File: config.mk
export PLATFORM = sky130hd
export DESIGN_NAME = divider_seq_param
export DESIGN_NICKNAME = d
export VERILOG_FILES = /design/src/rtl/divider_seq_param.sv
export SDC_FILE = /design/constraint.sdc
export NUM_CORES = 1
export LEC_CHECK = 0
export ABC_AREA = 1
export CORE_AREA = 2 2 151 153
export DETAILED_ROUTE_END_ITERATION = 16
export DIE_AREA = 0 0 153 155
export PLACE_DENSITY = 0.52
export SLEW_MARGIN = 10
export SYNTH_ARGS = -nofsm -noshare
export SYNTH_HDL_FRONTEND = slang
export SYNTH_SLANG_ARGS = --single-unit
File: constraint.sdc
create_clock -name clk -period 3.8 [get_ports clk]
set_clock_uncertainty 0.15 [all_clocks]
set_input_delay 0.76 -clock clk [delete_from_list [all_inputs] [get_ports clk]]
set_output_delay 0.76 -clock clk [all_outputs]
set_load 0.01 [all_outputs]
File: src/rtl/divider_seq_param.sv
// Sequential restoring divider, one quotient bit per clock, with signed mode,
// busy/done handshake, divide-by-zero fast path and signed-overflow flag.
module divider_seq_param #(
    parameter int unsigned WIDTH = 16
) (
    input  logic             clk,
    input  logic             rst,
    input  logic             start,
    input  logic             signed_mode,
    input  logic [WIDTH-1:0] a,
    input  logic [WIDTH-1:0] b,
    output logic             busy,
    output logic             done,
    output logic [WIDTH-1:0] y,
    output logic [WIDTH-1:0] remainder,
    output logic             div_by_zero,
    output logic             overflow
);

    localparam int unsigned CW = $clog2(WIDTH + 1);
    localparam logic [WIDTH-1:0] MOST_NEG = {1'b1, {(WIDTH-1){1'b0}}};

    typedef enum logic [1:0] {IDLE, RUN, FIN} state_t;

    state_t           state_q, state_d;
    logic [CW-1:0]    cnt_q, cnt_d;
    logic [WIDTH-1:0] rem_q, rem_d;
    logic [WIDTH-1:0] quo_q, quo_d;
    logic [WIDTH-1:0] dvs_q, dvs_d;
    logic             negq_q, negq_d;
    logic             negr_q, negr_d;
    logic             dz_q, dz_d;
    logic             ov_q, ov_d;
    logic             busy_q, busy_d;
    logic             done_q, done_d;
    logic [WIDTH-1:0] y_q, y_d;
    logic [WIDTH-1:0] rout_q, rout_d;
    logic             dzo_q, dzo_d;
    logic             ovo_q, ovo_d;

    logic [WIDTH-1:0] a_mag, b_mag;
    logic [WIDTH:0]   shifted;

    assign a_mag = (signed_mode && a[WIDTH-1]) ? -a : a;
    assign b_mag = (signed_mode && b[WIDTH-1]) ? -b : b;

    always_comb begin
        state_d = state_q;
        cnt_d   = cnt_q;
        rem_d   = rem_q;
        quo_d   = quo_q;
        dvs_d   = dvs_q;
        negq_d  = negq_q;
        negr_d  = negr_q;
        dz_d    = dz_q;
        ov_d    = ov_q;
        done_d  = 1'b0;
        y_d     = y_q;
        rout_d  = rout_q;
        dzo_d   = dzo_q;
        ovo_d   = ovo_q;
        shifted = {rem_q, quo_q[WIDTH-1]};

        case (state_q)
            IDLE: begin
                if (start) begin
                    dz_d   = (b == '0);
                    // The zero-divisor path keeps the raw dividend for the remainder output.
                    quo_d  = (b == '0) ? a : a_mag;
                    dvs_d  = b_mag;
                    rem_d  = '0;
                    cnt_d  = CW'(WIDTH);
                    negq_d = signed_mode & (a[WIDTH-1] ^ b[WIDTH-1]);
                    negr_d = signed_mode & a[WIDTH-1];
                    ov_d   = signed_mode && (a == MOST_NEG) && (b == '1);
                    state_d = (b == '0) ? FIN : RUN;
                end
            end
            RUN: begin
                if (shifted >= {1'b0, dvs_q}) begin
                    rem_d = shifted[WIDTH-1:0] - dvs_q;
                    quo_d = {quo_q[WIDTH-2:0], 1'b1};
                end else begin
                    rem_d = shifted[WIDTH-1:0];
                    quo_d = {quo_q[WIDTH-2:0], 1'b0};
                end
                cnt_d = cnt_q - CW'(1);
                if (cnt_q == CW'(1)) begin
                    state_d = FIN;
                end
            end
            FIN: begin
                done_d  = 1'b1;
                state_d = IDLE;
                if (dz_q) begin
                    y_d    = '1;
                    rout_d = quo_q;
                    dzo_d  = 1'b1;
                    ovo_d  = 1'b0;
                end else begin
                    y_d    = negq_q ? -quo_q : quo_q;
                    rout_d = negr_q ? -rem_q : rem_q;
                    dzo_d  = 1'b0;
                    ovo_d  = ov_q;
                end
            end
            default: state_d = IDLE;
        endcase

        busy_d = (state_d != IDLE) || done_d;
    end

    always_ff @(posedge clk) begin
        if (rst) begin
            state_q <= IDLE;
            cnt_q   <= '0;
            rem_q   <= '0;
            quo_q   <= '0;
            dvs_q   <= '0;
            negq_q  <= 1'b0;
            negr_q  <= 1'b0;
            dz_q    <= 1'b0;
            ov_q    <= 1'b0;
            busy_q  <= 1'b0;
            done_q  <= 1'b0;
            y_q     <= '0;
            rout_q  <= '0;
            dzo_q   <= 1'b0;
            ovo_q   <= 1'b0;
        end else begin
            state_q <= state_d;
            cnt_q   <= cnt_d;
            rem_q   <= rem_d;
            quo_q   <= quo_d;
            dvs_q   <= dvs_d;
            negq_q  <= negq_d;
            negr_q  <= negr_d;
            dz_q    <= dz_d;
            ov_q    <= ov_d;
            busy_q  <= busy_d;
            done_q  <= done_d;
            y_q     <= y_d;
            rout_q  <= rout_d;
            dzo_q   <= dzo_d;
            ovo_q   <= ovo_d;
        end
    end

    assign busy        = busy_q;
    assign done        = done_q;
    assign y           = y_q;
    assign remainder   = rout_q;
    assign div_by_zero = dzo_q;
    assign overflow    = ovo_q;

endmodule
# Word level (Yosys, flattened, before mapping)

Cells that the tools add are included.

Register bits after elaboration: 95
Input port bits: 36
Output and inout port bits: 36

$add $sub $neg: 6
$lt $le $gt $ge: 1
Eq/ne operators: 6
Muxes and demuxes: 22
Bitwise operators: 3
Reduce and logical (&&, ||, !) cells: 11

Operator list:

| operator               | number |
|---|---|
| $mux W16               | 10 |
| $neg A16 Y16           | 4 |
| $pmux W16 S2           | 2 |
| $eq A16 B16 Y1 const B | 2 |
| $ge A17 B16 Y1         | 1 |
| $logic_not A16 Y1      | 1 |
| $sub A16 B16 Y16       | 1 |
| $pmux W5 S2            | 1 |
| $mux W2                | 3 |
| $eq A5 B1 Y1 const B   | 1 |
| $mux W5                | 1 |
| $sub A5 B1 Y5 const B  | 1 |
| $logic_and A1 B1 Y1    | 4 |
| $mux W1                | 4 |
| $pmux W2 S2            | 1 |
| $reduce_and A2 Y1      | 2 |
| $reduce_bool A2 Y1     | 2 |
| $and A1 B1 Y1          | 2 |
| $eq A2 B1 Y1 const B   | 1 |
| $eq A2 B2 Y1 const B   | 1 |
| $logic_not A2 Y1       | 1 |
| $ne A2 B2 Y1 const B   | 1 |
| $logic_or A1 B1 Y1     | 1 |
| $xor A1 B1 Y1          | 1 |

# Logic depth before layout (Yosys ltp)

Depth after elaboration: 6
Depth in mapped cells: 14
Mapped depth without buffers: 14

# Least setup slack after synthesis

OpenSTA, ideal clock, no wires.

Path kind: input port to flip-flop
Start: input a[1]
End: register quo_q[14]
Setup time: 132 ps
Arrival time: 1901 ps
Data required time: 3518 ps
Slack: 1617 ps
Stages: 11
Path buffers: 0
Cells stage by stage: inv_1 ha_1 nand3_1 nor2_1 nand2_1 nor2_1 nand2_1 nand3_1 nand2_1 nand3_1 a21oi_1

Longest elaborated chain between the ends: 5

RTL lines:

| what                 | RTL line | RTL |
|---|---|---|
| start, declared      | 10       | `input logic [WIDTH-1:0] a,` |
| $neg A16 Y16         | 44       | `assign a_mag = (signed_mode && a[WIDTH-1]) ? -a : a;` |
| $mux W16             | 44       |  |
| $mux W16             | 69       | `quo_d = (b == '0) ? a : a_mag;` |
| $mux W16             | 66       | `if (start) begin` |
| $pmux W16 S2         | 64       | `case (state_q)` |
| end signal, assigned | 134      | `quo_q <= quo_d;` |
| end, declared        | 28       | `logic [WIDTH-1:0] quo_q, quo_d;` |

No other way between the ends. The select of a mux whose other input is x is not followed.
A chain may end at the register's enable or synchronous reset.

# Worst setup path after layout

Start: input a[0]
End: register quo_q[14]

Same word-level chain as after synthesis.

==> out/qor.yml <==
worstPathRequired_ps: 3860
fp-row-count: 55
p_leak_uw: 0.003398
slowest_stage: "clkdlybuf4s50_1"
arrival_ps: 2690
cts_resized: 0
grt-busiest-layer: "met2"
ir_drop_mv: 0.3985
cts_hold_buf: 0
holdWs_ps: 316.0
end_kind: "register"
die_y_um: 155
status: "complete, no violations"
area_growth_pct: 18.30
grt_use_met1_pct: 24.60
cp_top_family: "simple AND/OR/NAND/NOR gates"
synth-edff-count: 0
crit_chain: "clkdlybuf4s50_1, inv_1, ha_1, nand3_1, nor2_1, nand2_1, nor2_1, nand2_1, nand3_1, nand2_1, nand3_1, a21oi_1"
first_pass_iters: 8
met2_usage_pct: 26.48
num-fill-cells: 2500
powerDensity_mw_per_mm2: 749.7
synth.area.mux_share_pct: 0
synthFlopType: "dfxtp_1"
period_needed_ps: 2634
nets: 1132
synth-xor-area-share_pct: 2.274
cp.depth: 12
synth-compound-area-share_pct: 15.36
grt_pass1_wl_um: 32620
fin_ws_ps: 1166
cts_buffer_depth: 2
synth_seq_area_share_pct: 29.04
routed-via-count: 6600
hold_viol: 0
ff2ff_setup_slack_ps: 1240
async_flop_share_pct: 0
post-place-ws_ps: 762.2
dieArea_mm2: 0.02372
hold_class: "register to register"
setup_violations: 0
detailedRoute.firstIterationViolations: 394
cts_sinks: 95
synthMostInstantiatedCell: "nand2_1"
crit_type: "input pin to register"
antenna_found_initial: 0
yosysWarnings: 0
fmax_ghz: 0.3797
drc: 0
synth_top_family_by_area: "simple AND/OR/NAND/NOR gates"
total_power_uw: 5808
vias_per_cell: 4.849
crit_buf_inv: 2
yosysUniqueCellTypes: 47
slew_headroom_pct: 36.44
wl_per_cell_um: 14.50
yosysTopAreaCell: "dfxtp_1"
synth_cells: 1023
io_pins: 72
worstPathMaxFanout: 4
root_buffer: "clkbuf_16"
drv_slew: 0
yosys.area_share.simple_pct: 36.99
place.gp.congestion: 0.8506
clk_pin_slew_ps: 70
antenna_cells: 0
grt_pass1_vias: 6211
clkLatencyLatePin_ps: 360
wirelength_um: 19730
grt_max_degree: 66
critPathMaxStageDelay_ps: 460
tightest_slew_ps: 952.4
layout-drive-gt1-share_pct: 6.691
synth_top_cell_area_share_pct: 29.04
cts_tree: "built"
fin_setup_tns_ps: 0
ys_ff_latch: 95
place_inst: 1346
layout.cells.non_filler: 1361
grt_usage_pct: 16.92
grt_overflow: 0
h-tree-depth: 3
core_mm2: 0.02223
synth_fa_ha_area_share_pct: 4.700
start_util_pct: 29.46
syn_avg_cell_area_um2: 6.402
syn_area_mm2: 0.006549
cts_made_buffers: 9
grt_use_met3_pct: 2.535
dp_hpwl_um: 15260
synthTopCellsByArea: "dfxtp_1 (29%), nand2_1 (15%), nand3_1 (7.9%)"
syn-num-nets: 1083
final.period_utilization_pct: 69.31
synth_common_cells: "nand2_1 (255), inv_1 (133), nand3_1 (104)"
drv_cap: 0
startpoint_type: "input pin"
dieWidth_um: 153
rr_worst_depth: 11
grt_setup_unrepaired: "false"
drtAntennaViolNets: 0
cts_setup_buffers: 0
portBuffers: 71
holdPathStages: 1
==> stage by stage <==
stage	area [um^2]	utilization, %
3_5_place_dp	7450	33.52
2_1_floorplan	6549	-
3_3_place_gp	7450	33.52
5_1_grt	7747	34.86
4_1_cts	7747	34.86
6_report	7747	34.86
==> worst paths after layout <==
kind               endpoint  startpoint
setup / recovery  quo_q[14]        a[0]
hold / removal     cnt_q[4]    cnt_q[4]
setup reg to reg   rem_q[8]   quo_q[15]
hold reg to reg    cnt_q[4]    cnt_q[4]
==> report_power, final <==
group	leakage (uW)	internal, uW	switching, uW
registers	0.000774	1130	212
clock network	0.000141	525	402
logic	0.00248	1210	2320
total	0.00340	2870	2940
==> logic make-up (layout without fill, tap and decap cells) <==
family,count (synthesis),in the layout
AOI/OAI and AO/OA,174,174
DFF,95,95
and+or+nand+nor,526,526
adders and majority gates,24,24
xor gates and xnor gates,17,17
buffers and inverters,187,240
==> cell type report <==
class	instances	area [um^2]	area share, %
multi-input combinational	741	3885	50.15
sequential	95	1902	24.55
tap	285	356.6	4.603
inverter	148	555.5	7.171
clock buffer	10	239.0	3.085
timing repair buffer	77	750.7	9.690
clock inverter	5	58.81	0.7590
==> cell usage in the layout, fill, tap and decap left out, types with 2 or more instances in the layout <==
cell type,netlist,layout
nor3_2,4,4
a211oi_1,2,2
inv_1,133,133
nand2_2,15,15
inv_2,13,13
clkdlybuf4s50_1,0,70
nand3b_1,4,4
xnor2_1,9,9
nand4_1,26,26
nor2_2,3,3
a21oi_1,69,69
nor2_8,3,3
nor4_1,3,3
o211ai_1,5,5
dfxtp_1,95,95
or2_1,2,2
clkinvlp_4,0,2
xor2_1,8,8
a22oi_1,14,14
ha_1,23,23
buf_4,6,6
clkinv_1,2,2
o21ai_1,2,2
a31oi_1,17,17
nor2_4,3,3
nor2_1,86,86
o21ai_0,47,47
clkbuf_16,0,9
nand3_2,3,3
nand2_1,255,255
nor3_1,10,10
o221ai_1,12,12
nand3_1,104,104
==> registers in the layout, indices dropped and copies added, names as in the netlist <==
| register | count |
|---|---|
| negq_q | 1 |
| div_by_zero | 1 |
| overflow | 1 |
| remainder | 16 |
| quo_q | 16 |
| dvs_q | 16 |
| negr_q | 1 |
| cnt_q | 5 |
| busy | 1 |
| done | 1 |
| rem_q | 16 |
| dz_q | 1 |
| y | 16 |
| state_q | 2 |
| ov_q | 1 |
==> per-layer routing <==
layer	part of all wire, %	up-vias
met2	43	138
met4	1.1	0
met3	4.1	14
met1	51	2977
li1	-	3471
met5	0	-
Note: power is estimated with default switching activity, not from simulation.
